[src/rtl/cmp_arbiter_seq_if.sv]
// Request/response bundle for the shared magnitude-compare engine.
// Handshake: a transfer happens on a rising edge where valid and ready are both high;
// valid must not wait on ready, and the sender holds its payload stable until the transfer.
interface cmp_arbiter_seq_if #(
    parameter int WIDTH = 16,
    parameter int NREQ  = 4
);
    localparam int IDW = $clog2(NREQ);

    logic [NREQ-1:0]       req_valid;
    logic [NREQ-1:0]       req_ready;
    logic [NREQ*WIDTH-1:0] req_a;
    logic [NREQ*WIDTH-1:0] req_b;

    logic                  rsp_valid;
    logic                  rsp_ready;
    logic [IDW-1:0]        rsp_id;
    logic                  rsp_agb;
    logic                  rsp_aeb;
    logic                  rsp_alb;

    modport master (
        output req_valid, req_a, req_b, rsp_ready,
        input  req_ready, rsp_valid, rsp_id, rsp_agb, rsp_aeb, rsp_alb
    );

    modport slave (
        input  req_valid, req_a, req_b, rsp_ready,
        output req_ready, rsp_valid, rsp_id, rsp_agb, rsp_aeb, rsp_alb
    );
endinterface

[src/rtl/cmp_arbiter_seq.sv]
// Round-robin arbitrated unsigned comparator: one 4-bit subtractor walks the granted
// operands MSB nibble first and stops at the first unequal nibble.
module cmp_arbiter_seq #(
    parameter int WIDTH = 16,
    parameter int NREQ  = 4
) (
    input  logic                      clk,
    input  logic                      rst_n,
    cmp_arbiter_seq_if.slave          bus,
    output logic [1:0]                dbg_state_o,
    output logic [$clog2(NREQ)-1:0]   dbg_rr_ptr_o
);
    localparam int IDW  = $clog2(NREQ);
    localparam int NNIB = WIDTH / 4;
    localparam int KW   = (NNIB > 1) ? $clog2(NNIB) : 1;

    typedef enum logic [1:0] {
        S_IDLE = 2'd0,
        S_CMP  = 2'd1,
        S_RESP = 2'd2
    } state_e;

    state_e             state_q, state_d;
    logic [IDW-1:0]     rr_ptr_q, rr_ptr_d;
    logic [KW-1:0]      k_q, k_d;
    logic [WIDTH-1:0]   op_a_q, op_a_d;
    logic [WIDTH-1:0]   op_b_q, op_b_d;
    logic [IDW-1:0]     rsp_id_q, rsp_id_d;
    logic               agb_q, agb_d;
    logic               aeb_q, aeb_d;
    logic               alb_q, alb_d;

    logic               found;
    logic [IDW-1:0]     grant_idx;
    logic [IDW-1:0]     cand;
    logic [NREQ-1:0]    req_ready;
    logic               accept;
    logic [3:0]         nib_a;
    logic [3:0]         nib_b;
    logic [4:0]         diff;

    // Rotating priority search: first valid requester at or after rr_ptr wins.
    always_comb begin
        found     = 1'b0;
        grant_idx = '0;
        cand      = '0;
        for (int i = 0; i < NREQ; i++) begin
            cand = IDW'((32'(rr_ptr_q) + 32'(i)) % NREQ);
            if (!found && bus.req_valid[cand]) begin
                found     = 1'b1;
                grant_idx = cand;
            end
        end
    end

    always_comb begin
        req_ready = '0;
        if (state_q == S_IDLE && rst_n && found) begin
            req_ready = NREQ'(1) << grant_idx;
        end
    end

    assign accept = |(bus.req_valid & req_ready);

    // Subtract-based nibble compare: carry set means a >= b, zero difference means equal.
    assign nib_a = op_a_q[{k_q, 2'b00} +: 4];
    assign nib_b = op_b_q[{k_q, 2'b00} +: 4];
    assign diff  = {1'b0, nib_a} + {1'b0, ~nib_b} + 5'd1;

    always_comb begin
        state_d  = state_q;
        rr_ptr_d = rr_ptr_q;
        k_d      = k_q;
        op_a_d   = op_a_q;
        op_b_d   = op_b_q;
        rsp_id_d = rsp_id_q;
        agb_d    = agb_q;
        aeb_d    = aeb_q;
        alb_d    = alb_q;
        unique case (state_q)
            S_IDLE: begin
                if (accept) begin
                    op_a_d   = bus.req_a[grant_idx*WIDTH +: WIDTH];
                    op_b_d   = bus.req_b[grant_idx*WIDTH +: WIDTH];
                    rsp_id_d = grant_idx;
                    rr_ptr_d = (grant_idx == IDW'(NREQ - 1)) ? '0 : grant_idx + 1'b1;
                    k_d      = KW'(NNIB - 1);
                    state_d  = S_CMP;
                end
            end
            S_CMP: begin
                if (diff[3:0] != 4'd0) begin
                    agb_d   = diff[4];
                    alb_d   = ~diff[4];
                    aeb_d   = 1'b0;
                    state_d = S_RESP;
                end else if (k_q == '0) begin
                    agb_d   = 1'b0;
                    alb_d   = 1'b0;
                    aeb_d   = 1'b1;
                    state_d = S_RESP;
                end else begin
                    k_d = k_q - 1'b1;
                end
            end
            S_RESP: begin
                if (bus.rsp_ready) begin
                    state_d = S_IDLE;
                end
            end
            default: state_d = S_IDLE;
        endcase
    end

    always_ff @(posedge clk) begin
        if (!rst_n) begin
            state_q  <= S_IDLE;
            rr_ptr_q <= '0;
            k_q      <= '0;
            op_a_q   <= '0;
            op_b_q   <= '0;
            rsp_id_q <= '0;
            agb_q    <= 1'b0;
            aeb_q    <= 1'b0;
            alb_q    <= 1'b0;
        end else begin
            state_q  <= state_d;
            rr_ptr_q <= rr_ptr_d;
            k_q      <= k_d;
            op_a_q   <= op_a_d;
            op_b_q   <= op_b_d;
            rsp_id_q <= rsp_id_d;
            agb_q    <= agb_d;
            aeb_q    <= aeb_d;
            alb_q    <= alb_d;
        end
    end

    // Response side comes straight from registers, so rsp_ready never reaches an output.
    assign bus.req_ready = req_ready;
    assign bus.rsp_valid = (state_q == S_RESP);
    assign bus.rsp_id    = rsp_id_q;
    assign bus.rsp_agb   = agb_q;
    assign bus.rsp_aeb   = aeb_q;
    assign bus.rsp_alb   = alb_q;

    assign dbg_state_o   = state_q;
    assign dbg_rr_ptr_o  = rr_ptr_q;
endmodule

[src/flat_wrapper.sv]
// flat-port wrapper written by rule: the top's interface ports become plain ports
module cmp_arbiter_seq_flat 
#(
    parameter int WIDTH = 16,
    parameter int NREQ  = 4
)
  (clk, rst_n, dbg_state_o, dbg_rr_ptr_o, bus_req_valid, bus_req_a, bus_req_b, bus_rsp_ready, bus_req_ready, bus_rsp_valid, bus_rsp_id, bus_rsp_agb, bus_rsp_aeb, bus_rsp_alb);
  cmp_arbiter_seq_if #(.WIDTH(WIDTH), .NREQ(NREQ)) bus_i ();
  input  logic clk;
  input  logic rst_n;
  output logic [1:0] dbg_state_o;
  output logic [$clog2(NREQ)-1:0] dbg_rr_ptr_o;
  input wire logic [$bits(bus_i.req_valid)-1:0] bus_req_valid;
  input wire logic [$bits(bus_i.req_a)-1:0] bus_req_a;
  input wire logic [$bits(bus_i.req_b)-1:0] bus_req_b;
  input wire logic [$bits(bus_i.rsp_ready)-1:0] bus_rsp_ready;
  output wire logic [$bits(bus_i.req_ready)-1:0] bus_req_ready;
  output wire logic [$bits(bus_i.rsp_valid)-1:0] bus_rsp_valid;
  output wire logic [$bits(bus_i.rsp_id)-1:0] bus_rsp_id;
  output wire logic [$bits(bus_i.rsp_agb)-1:0] bus_rsp_agb;
  output wire logic [$bits(bus_i.rsp_aeb)-1:0] bus_rsp_aeb;
  output wire logic [$bits(bus_i.rsp_alb)-1:0] bus_rsp_alb;
  assign bus_i.req_valid = bus_req_valid;
  assign bus_i.req_a = bus_req_a;
  assign bus_i.req_b = bus_req_b;
  assign bus_i.rsp_ready = bus_rsp_ready;
  assign bus_req_ready = bus_i.req_ready;
  assign bus_rsp_valid = bus_i.rsp_valid;
  assign bus_rsp_id = bus_i.rsp_id;
  assign bus_rsp_agb = bus_i.rsp_agb;
  assign bus_rsp_aeb = bus_i.rsp_aeb;
  assign bus_rsp_alb = bus_i.rsp_alb;
  cmp_arbiter_seq #(.WIDTH(WIDTH), .NREQ(NREQ)) u_core (.clk(clk), .rst_n(rst_n), .bus(bus_i), .dbg_state_o(dbg_state_o), .dbg_rr_ptr_o(dbg_rr_ptr_o));
endmodule
[config.mk]
export PLATFORM = sky130hd
export DESIGN_NAME = cmp_arbiter_seq_flat
export DESIGN_NICKNAME = d
export VERILOG_FILES = /design/src/rtl/cmp_arbiter_seq_if.sv /design/src/rtl/cmp_arbiter_seq.sv /design/src/flat_wrapper.sv
export SDC_FILE = /design/constraint.sdc
export NUM_CORES = 1
export LEC_CHECK = 0
export CORE_ASPECT_RATIO = 0.8
export CORE_MARGIN = 2
export CORE_UTILIZATION = 40
export CTS_CLUSTER_SIZE = 40
export DETAILED_ROUTE_END_ITERATION = 6
export DONT_BUFFER_PORTS = 1
export PLACE_DENSITY = 0.5
export SLEW_MARGIN = 40
export SYNTH_ARGS = -nofsm -noshare
export SYNTH_HDL_FRONTEND = slang
export SYNTH_SLANG_ARGS = --single-unit
export TNS_END_PERCENT = 100
[constraint.sdc]
create_clock -name clk -period 6.1 [get_ports clk]
set_clock_uncertainty 0.1 [all_clocks]
set_input_delay 1.525 -clock clk [delete_from_list [all_inputs] [get_ports clk]]
set_output_delay 1.525 -clock clk [all_outputs]
set_load 0.02 [all_outputs]
==> run summary, run 1 <==
Via count -> 2248
TritonCTS clock tree -> built
Crit-path max cell delay -> 0.50 ns
Routability congestion estimate -> 0.735
Post-Syn Instances -> 317
Largest delay share family, worst path -> simple AND/OR/NAND/NOR gates
Final Cycle Share -> 78.4%
CTS buffer count -> 5
Final setup fails -> 0
CP max stage cell -> nor4_1
P&R area growth vs syn -> 4.51%
Syn Area/Cell -> 9.54 um^2
Worst-skew pair later-pin latency -> 0.30 ns
PostCTS Resize Cnt -> 0
Met3 wire length -> 490 um
Initial core utilization -> 41.1%
Crit Path Class -> input pin to output pin
Buf+Inv Stages, Crit Path -> 2
Worst Setup Start Kind -> input pin
Hold Buf Count CTS -> 0
Vias per Instance -> 5.66
Reg clk slew, reported paths -> 0.07 ns
Cell with the most instances after synthesis -> mux2i_1
Fill count -> 715
Total global-route track usage -> 15.8%
RSZ-0062 raised after global routing -> no
Nets -> 448
Synth top area cells -> dfxtp_1 28%, mux2i_1 22%, mux4_2 6.0%
Sinks on Clock Net -> 43
Required time worst endpoint -> 4.47 ns
Synth warn -> 0
I/O pin count -> 149
Wl on met1 -> 2.94 mm
Iter 0 DRT Violations -> 65
CP max FO -> 27
Post-CTS Setup Inserts -> 0
First-pass GRT wire length -> 10.2 mm
Clk buf depth -> 2
Lkg Pwr -> 0.00135 uW
WL final -> 6.72 mm
Min Tclk post-route -> 4.78 ns
Max-cap violation count -> 0
Die extent in x -> 101 um
Yosys top cell area share -> 28.5%
Arrival time worst endpoint -> 3.15 ns
CTS H-tree lvls -> 2
Crit path capture type -> output pin
Reg2Reg Setup Slack -> 2.73 ns
Worst Hold Class -> register to register
Cell variety after synth -> 40
Pwr Density -> 392 mW/mm^2
Placement Cell Area -> 0.00306 mm^2
Sequential share of the synthesized area -> 28.5%
DRT antenna net count -> 0
Worst slew margin -> 56.2%
TNS Setup -> 0 ns
Avg WL per Cell -> 16.9 um
FFs w/ async S/R, synth -> 0%
Top Metal Used -> met4
Clock Tree Root -> clkbuf_8
Max IR drop VDD -> 0.127 mV
# rows -> 28
Synthesized area -> 0.00303 mm^2
Die Ht -> 81.8 um
Core area -> 0.00736 mm^2
Max frequency -> 0.209 GHz
Worst hold slack -> 0.354 ns
Synthesis-stage register bit count -> 43
Drt drc -> 0
Drt pass-1 iters -> 4
Hpwl dp -> 5.09 mm
Synth top cells by count -> 67 x mux2i_1, 43 x dfxtp_1, 26 x nand2_1, 25 x a21oi_1, 19 x o22a_1
Number of antenna violations at the first check in global routing -> 0
Die area -> 0.00828 mm^2
Worst-Margin Slew -> 0.657 ns
Layout cell share with drive strength beyond 1 -> 14.7%
Vias in the first global route -> 2094
Port Buffer Count -> 0
Primary FF master, synth -> dfxtp_1
Final instance area -> 0.00316 mm^2
Ant. Diodes -> 0
Status -> finished, final reports clean
Final Core Density -> 43.0%
Syn nets -> 458
Final Hold Viols -> 0
EDFF count, synth -> 0
Final slew viol count -> 0
Total chip power -> 1240 uW
Largest net degree at the start of global routing -> 49
Worst-path cell chain -> nor2b_1 > nor4_1 > a21oi_4 > buf_4 > inv_1 > ha_1 > and2_1
Top cell type by total area after synthesis -> dfxtp_1
Met2 wire length -> 3.23 mm
GR Overflow Total -> 0
worst paths after layout:
path | to | from | depth (start not counted)
min | u_core.op_a_q[11] | u_core.op_a_q[11] | 2
max | bus_req_ready[3] | bus_req_valid[0] | 7
min reg2reg | u_core.op_a_q[11] | u_core.op_a_q[11] | 2
max reg2reg | u_core.bus.rsp_agb | u_core.k_q[0] | 8
cell families after synthesis:
kind of cell / count (synthesis) / share of synthesized area [%]
muxes: 88 / 33.0
AOI/OAI and AO/OA: 73 / 18.0
and+or+nand+nor: 72 / 11.7
DFF: 43 / 28.5
buffers and inverters: 34 / 6.08
adders and majority gates: 6 / 2.48
xor gates and xnor gates: 1 / 0.290
cell type report:
cell class                 instances  area, um^2  share of cell area (%)
clock buffer                       5        68.8                    2.18
sequential                        43         861                    27.2
multi-input combinational        240        2000                    63.1
clock inverter                     2        37.5                    1.19
timing repair buffer               6        45.0                    1.42
inverter                          11        41.3                    1.31
tap                               90         113                    3.56
per-stage QoR:
| stage | std cells | setup WS [ns] |
|---|---|---|
| CTS | 397 | 1.30 |
| detailed placement | 390 | 1.32 |
| floorplan | 317 | 1.58 |
| global route | 397 | 1.18 |
| finish | 397 | 1.32 |
| global placement | 390 | 1.32 |
metal layers:
layer / vias up / global-route usage (%)
met5: - / 0
li1: 1155 / -
met2: 69 / 26.8
met4: 0 / 4.05
met1: 1016 / 20.3
met3: 8 / 4.09
tightest hold or removal path, delay by kind of cell, from the launching register on:
kind / cells / cell delay [ns]
DFF: 1 / 0.31
and+or+nand+nor: 1 / 0.05
AOI/OAI and AO/OA: 1 / 0.05
flip-flops by register name (all words and copies together) (netlist names):
| register | count |
|---|---|
| u_core.bus.rsp_id | 2 |
| u_core.bus.rsp_agb | 1 |
| u_core.bus.rsp_aeb | 1 |
| u_core.op_b_q | 16 |
| u_core.dbg_state_o | 2 |
| u_core.k_q | 2 |
| u_core.bus.rsp_alb | 1 |
| u_core.dbg_rr_ptr_o | 2 |
| u_core.op_a_q | 16 |
layout by cell type (no fill, tap or decap), types with 2 or more instances in the layout:
cell type / n
ha_1: 6
nand2b_1: 3
clkbuf_8: 5
o22a_1: 19
dfxtp_1: 43
nor2_1: 6
nor4_1: 2
a21oi_1: 25
o21a_1: 2
mux2i_1: 67
inv_1: 10
nand3_1: 16
nor2b_1: 6
buf_4: 6
o21ai_0: 9
mux2_2: 13
o21ai_1: 6
and2_1: 3
nor2b_2: 2
nor3_1: 4
mux4_2: 8
nand2_1: 26
a211oi_1: 4
power by group:
| group | switching, uW | internal, uW | leakage (uW) |
|---|---|---|---|
| logic | 305 | 276 | 0.000942 |
| clock network | 97.7 | 120 | 0.0000502 |
| registers | 81.7 | 359 | 0.000354 |
| total | 484 | 755 | 0.00135 |
Note: power is estimated with default switching activity, not from simulation.
==> inputs of run 2 (changes only) <==
- clock period: 6.1 -> 4.5 ns (I/O delays scaled with it)
==> run summary, run 2 (synthesized netlist as in run 1, its figures left out) <==
Status -> finished, final reports clean (unchanged)
Reg clk slew, reported paths -> 0.08 ns (was 0.07 ns)
Die Ht -> 81.8 um (unchanged)
Required time worst endpoint -> 3.27 ns (was 4.47 ns)
Drt pass-1 iters -> 4 (unchanged)
TritonCTS clock tree -> built (unchanged)
Port Buffer Count -> 0 (unchanged)
Worst-path cell chain -> nor2b_2 > a21boi_2 > o32ai_4 > nand2_1 > buf_4 > nor2_1 > buf_4 (was nor2b_1 > nor4_1 > a21oi_4 > buf_4 > inv_1 > ha_1 > and2_1)
Max frequency -> 0.268 GHz
CTS buffer count -> 5 (unchanged)
Crit Path Class -> input pin to output pin (unchanged)
Final Core Density -> 43.4% (was 43.0%)
Final slew viol count -> 0 (unchanged)
Pwr Density -> 534 mW/mm^2 (was 392 mW/mm^2)
Non-filler cells, final -> 401 (was 397)
Hold Crit Endpoint -> u_core.op_a_q[15] (was u_core.op_a_q[11])
Buf+Inv Stages, Crit Path -> 2 (unchanged)
RSZ-0062 raised after global routing -> no (unchanged)
Hold Buf Count CTS -> 0 (unchanged)
Worst Setup Start Kind -> input pin (unchanged)
WL final -> 6.74 mm (was 6.72 mm)
Avg WL per Cell -> 16.8 um (was 16.9 um)
P&R area growth vs syn -> 5.58% (was 4.51%)
GR Overflow Total -> 0 (unchanged)
Hpwl dp -> 5.23 mm (was 5.09 mm)
Critical hold path startpoint -> u_core.op_a_q[15] (was u_core.op_a_q[11])
I/O pin count -> 149 (unchanged)
Vias per Instance -> 5.68 (was 5.66)
Max IR drop VDD -> 0.217 mV (was 0.127 mV)
Top Metal Used -> met4 (unchanged)
Hold depth -> 2 (unchanged)
Arrival time worst endpoint -> 2.51 ns (was 3.15 ns)
Crit path capture type -> output pin (unchanged)
First-pass GRT wire length -> 10.2 mm (about the same)
Layout cell share with drive strength beyond 1 -> 15.4% (was 14.7%)
Min Tclk post-route -> 3.73 ns
DRT antenna net count -> 0 (unchanged)
Largest delay share family, worst path -> compound AO/OA/AOI/OAI gates (was simple AND/OR/NAND/NOR gates)
Die extent in x -> 101 um (unchanged)
Total global-route track usage -> 15.7% (was 15.8%)
Number of antenna violations at the first check in global routing -> 0 (unchanged)
TNS Setup -> 0 ns (unchanged)
Final instance area -> 0.00319 mm^2 (was 0.00316 mm^2)
CP dominant cell by count -> buf_4
Reg2Reg Setup Slack -> 1.29 ns (was 2.73 ns)
Worst Hold Class -> register to register (unchanged)
Ant. Diodes -> 0 (unchanged)
Clock Tree Root -> clkbuf_8 (unchanged)
Wl on met1 -> 3.05 mm (was 2.94 mm)
Met2 wire length -> 3.28 mm (was 3.23 mm)
Worst R2R Start -> u_core.k_q[0] (unchanged)
# rows -> 28 (unchanged)
CP max stage cell -> o32ai_4 (was nor4_1)
Largest regs -> u_core.op_a_q: 16 flops, u_core.op_b_q: 16 flops (unchanged)
Sinks on Clock Net -> 43 (unchanged)
Lkg Pwr -> 0.00137 uW (was 0.00135 uW)
Worst slew margin -> 51.4% (was 56.2%)
Met3 wire length -> 342 um (was 490 um)
Die area -> 0.00828 mm^2 (unchanged)
Final Cycle Share -> 83.0%
Worst-skew pair later-pin latency -> 0.30 ns (about the same)
Final Hold Viols -> 0 (unchanged)
Routability congestion estimate -> 0.743 (was 0.735)
Drt drc -> 0 (unchanged)
Via count -> 2277 (was 2248)
Critical Path Start -> bus_req_valid[2] (was bus_req_valid[0])
Worst R2R Path Depth -> 8 (unchanged)
Vias in the first global route -> 2113 (was 2094)
Largest net degree at the start of global routing -> 49 (unchanged)
Most common cell after layout, fill and taps aside -> mux2i_1 (unchanged)
FF-to-FF End -> u_core.bus.rsp_agb (unchanged)
Placed cells -> 393 (was 390)
Clk buf depth -> 2 (unchanged)
CTS H-tree lvls -> 2 (unchanged)
Final setup fails -> 0 (unchanged)
PostCTS Resize Cnt -> 0 (unchanged)
Placement Cell Area -> 0.00308 mm^2 (was 0.00306 mm^2)
Max-cap violation count -> 0 (unchanged)
Crit-path max cell delay -> 0.41 ns (was 0.50 ns)
Worst-Margin Slew -> 0.724 ns (was 0.657 ns)
Core area -> 0.00736 mm^2 (unchanged)
Initial core utilization -> 41.1% (unchanged)
Iter 0 DRT Violations -> 60 (was 65)
CP max FO -> 20 (was 27)
Post-CTS Setup Inserts -> 0 (unchanged)
Nets -> 451 (was 448)
Most frequent cells in the layout -> 67 x mux2i_1, 43 x dfxtp_1, 26 x nand2_1 (unchanged)
## run 2: cell types whose count changed in the layout (fill, tap and decap cells not counted)
cell,delta
buf_4,+3
inv_2,-1
clkinvlp_4,-1
clkinv_4,+1
clkinv_1,+1
inv_6,+1
## run 2: routing by layer
layer | vias to the layer above | track usage [%]
met5 | - | 0
met4 | 0 | 4.19
met1 | 1044 | 20.7
li1 | 1165 | -
met3 | 7 | 3.57
met2 | 61 | 26.0
## run 2: area by class of cell
| type | count | area (um^2) |
|---|---|---|
| Sequential cell | 43 | 861 |
| Clock inverter | 3 | 47.5 |
| Inverter | 11 | 41.3 |
| Clock buffer | 5 | 68.8 |
| Timing Repair Buffer | 9 | 67.6 |
| Fill cell | 763 | 4160 |
| Tap cell | 90 | 113 |
| Multi-Input combinational cell | 240 | 2000 |
## run 2: worst reg2reg max path, stage by stage (launching register included)
cell and delay (ns):
dfxtp_1 0.62, mux4_2 0.58, ha_1 0.32, nor2b_1 0.14, o21a_1 0.17, o21ai_0 0.44
a211oi_1 0.20, nor2b_1 0.35, mux2i_1 0.23
## run 2: where the power goes
group | internal, uW | total (uW) | leakage (uW) | switching, uW
Clock | 168 | 312 | 0.0000587 | 143
Combinational | 382 | 801 | 0.000955 | 419
Sequential | 487 | 594 | 0.000354 | 107
Total | 1040 | 1710 | 0.00137 | 669
## run 2: how the worst max path moves through the flow
stage / to / slack (ns) / cells past startpoint
global placement: bus_req_ready[1] / 0.85 / 7
CTS: bus_req_ready[1] / 0.75 / 7
detailed placement: bus_req_ready[1] / 0.76 / 7
finish: bus_req_ready[1] / 0.77 / 7
global route: bus_req_ready[1] / 0.68 / 7
floorplan: bus_req_ready[0] / 0.78 / 6
## run 2: metrics by stage
| stage | total power [uW] | setup slack (ns) | hold WS [ns] |
|---|---|---|---|
| final | 1710 | 0.766 | 0.356 |
| after global routing | 1840 | 0.681 | 0.379 |
| after CTS | 1730 | 0.747 | 0.357 |
| after detailed placement | 1420 | 0.756 | 0.344 |
| after global placement | 1410 | 0.846 | 0.341 |
| after floorplan | 1280 | 0.775 | 0.329 |
==> inputs of run 3 (changes only) <==
- clock period: 4.5 -> 3.55 ns (I/O delays scaled with it)
==> run summary, run 3 (synthesized netlist as in run 1, its figures left out) <==
Worst-skew pair later-pin latency -> 0.29 ns (was 0.30 ns)
Largest delay share family, worst path -> simple AND/OR/NAND/NOR gates (was compound AO/OA/AOI/OAI gates)
TNS Setup -> 0 ns (unchanged)
Largest net degree at the start of global routing -> 49 (unchanged)
Critical Path Start -> bus_req_valid[2] (unchanged)
Final Cycle Share -> 91.4%
Worst-Margin Slew -> 0.581 ns (was 0.724 ns)
Die Ht -> 81.8 um (unchanged)
Ant. Diodes -> 0 (unchanged)
GR Overflow Total -> 0 (unchanged)
Routability congestion estimate -> 0.729 (was 0.743)
Clock Tree Root -> clkbuf_8 (unchanged)
Min Tclk post-route -> 3.24 ns
CTS buffer count -> 5 (unchanged)
Crit-path max cell delay -> 0.40 ns (was 0.41 ns)
Arrival time worst endpoint -> 2.26 ns (was 2.51 ns)
Worst hold slack -> 0.356 ns (about the same)
Pwr Density -> 655 mW/mm^2 (was 534 mW/mm^2)
Routing usage on met3 -> 3.74% (was 3.57%)
Max-cap violation count -> 0 (unchanged)
RSZ-0062 raised after global routing -> no (unchanged)
Core area -> 0.00736 mm^2 (unchanged)
Number of antenna violations at the first check in global routing -> 0 (unchanged)
Worst R2R Start -> u_core.k_q[0] (unchanged)
Required time worst endpoint -> 2.56 ns (was 3.27 ns)
Via count -> 2289 (was 2277)
Hold Buf Count CTS -> 0 (unchanged)
Vias in the first global route -> 2117 (was 2113)
Max IR drop VDD -> 0.216 mV (was 0.217 mV)
Sw frac -> 40.0% (was 39.2%)
WL final -> 6.70 mm (was 6.74 mm)
I/O pin count -> 149 (unchanged)
CP max FO -> 5 (was 20)
Hpwl dp -> 5.32 mm (was 5.23 mm)
Final Hold Viols -> 0 (unchanged)
Drt drc -> 0 (unchanged)
Port Buffer Count -> 0 (unchanged)
DRT antenna net count -> 0 (unchanged)
Most common cell after layout, fill and taps aside -> mux2i_1 (unchanged)
Drt pass-1 iters -> 4 (unchanged)
Switch Pwr -> 838 uW (was 669 uW)
TritonCTS clock tree -> built (unchanged)
Iter 0 DRT Violations -> 56 (was 60)
Largest regs -> u_core.op_a_q: 16 flops, u_core.op_b_q: 16 flops (unchanged)
P&R area growth vs syn -> 5.71% (was 5.58%)
Final setup fails -> 0 (unchanged)
Clk buf depth -> 2 (unchanged)
CTS H-tree lvls -> 2 (unchanged)
Lkg Pwr -> 0.00137 uW (about the same)
Post-CTS Setup Inserts -> 0 (unchanged)
Nets -> 454 (was 451)
Met2 Use GR -> 26.2% (was 26.0%)
Initial core utilization -> 41.1% (unchanged)
Worst Hold Class -> register to register (unchanged)
Die extent in x -> 101 um (unchanged)
Die area -> 0.00828 mm^2 (unchanged)
Logic pwr share -> 50.2% (was 46.9%)
Clock share of power -> 14.7% (was 18.3%)
# rows -> 28 (unchanged)
Part of the power in registers -> 35.1% (was 34.8%)
Cell-internal power -> 1260 uW (was 1040 uW)
Total global-route track usage -> 15.9% (was 15.7%)
Critical hold path startpoint -> u_core.op_b_q[8] (was u_core.op_a_q[15])
Vias per Instance -> 5.67 (was 5.68)
Layout cell share with drive strength beyond 1 -> 15.9% (was 15.4%)
Crit Path Class -> input pin to output pin (unchanged)
Most frequent cells in the layout -> 67 x mux2i_1, 43 x dfxtp_1, 26 x nand2_1 (unchanged)
Worst slew margin -> 61.3% (was 51.4%)
Reg clk slew, reported paths -> 0.08 ns (about the same)
First-pass GRT wire length -> 10.3 mm (was 10.2 mm)
Grt met1 use -> 21.3% (was 20.7%)
Sinks on Clock Net -> 43 (unchanged)
Crit path capture type -> output pin (unchanged)
Avg WL per Cell -> 16.6 um (was 16.8 um)
Worst-path cell chain -> nor2b_2 > a21boi_2 > o32ai_4 > nand2_1 > nor2_1 > buf_4 (was nor2b_2 > a21boi_2 > o32ai_4 > nand2_1 > buf_4 > nor2_1 > buf_4)
Status -> finished, final reports clean (unchanged)
Final slew viol count -> 0 (unchanged)
Buf+Inv Stages, Crit Path -> 1 (was 2)
Worst Setup Start Kind -> input pin (unchanged)
CP max stage cell -> o32ai_4 (unchanged)
Max frequency -> 0.308 GHz
Most used routing layer -> met2 (unchanged)
PostCTS Resize Cnt -> 0 (unchanged)
## run 3: worst register-to-register path: stages (launching register included)
cell,delay [ns]
dfxtp_1,0.41
buf_4,0.23
mux4_2,0.51
inv_1,0.08
ha_1,0.16
nor2b_1,0.05
o21a_1,0.17
o21ai_0,0.41
a211oi_1,0.20
nor2b_1,0.34
mux2i_1,0.22
## run 3: layout make-up
type / count / area (um^2)
clock inverters: 2 / 12.5
clock buffers: 6 / 72.6
well taps: 90 / 113
inverters: 11 / 41.3
fillers: 738 / 4160
repair buffers: 12 / 103
flip-flops and latches: 43 / 861
multi-input cells: 240 / 2000
## run 3: through the flow
step	worst slack (ns)	cells	util [%]	power, uW	cell area [um^2]
finish	0.307	404	43.5	2090	3200
global route	0.268	404	43.5	2270	3200
CTS	0.315	404	43.5	2120	3200
detailed placement	0.329	396	42.3	1820	3110
global placement	0.327	396	42.3	1810	3110
floorplan	0.300	317	-	1620	3030
## run 3: metal layers
metal,vias up,wire length (um)
met5,-,0
met4,0,47
met3,7,430
met2,70,3210
met1,1046,3010
li1,1166,-
## run 3: path summary, 6_finish.rpt
kind	to	slack [ns]	cells past startpoint
max	bus_req_ready[1]	0.31	6
min	u_core.op_b_q[8]	0.36	2
min reg2reg	u_core.op_b_q[8]	0.36	2
max reg2reg	u_core.bus.rsp_agb	0.60	10
## run 3: power groups by stage
| stage | Combinational [uW] | Sequential [uW] | Clock [uW] |
|---|---|---|---|
| 6_report | 1050 | 735 | 307 |
| 5_1_grt | 1180 | 752 | 337 |
| 4_1_cts | 1070 | 738 | 314 |
| 3_5_place_dp | 1070 | 750 | 0 |
| 3_3_place_gp | 1060 | 748 | 0 |
| 2_1_floorplan | 907 | 715 | 0 |
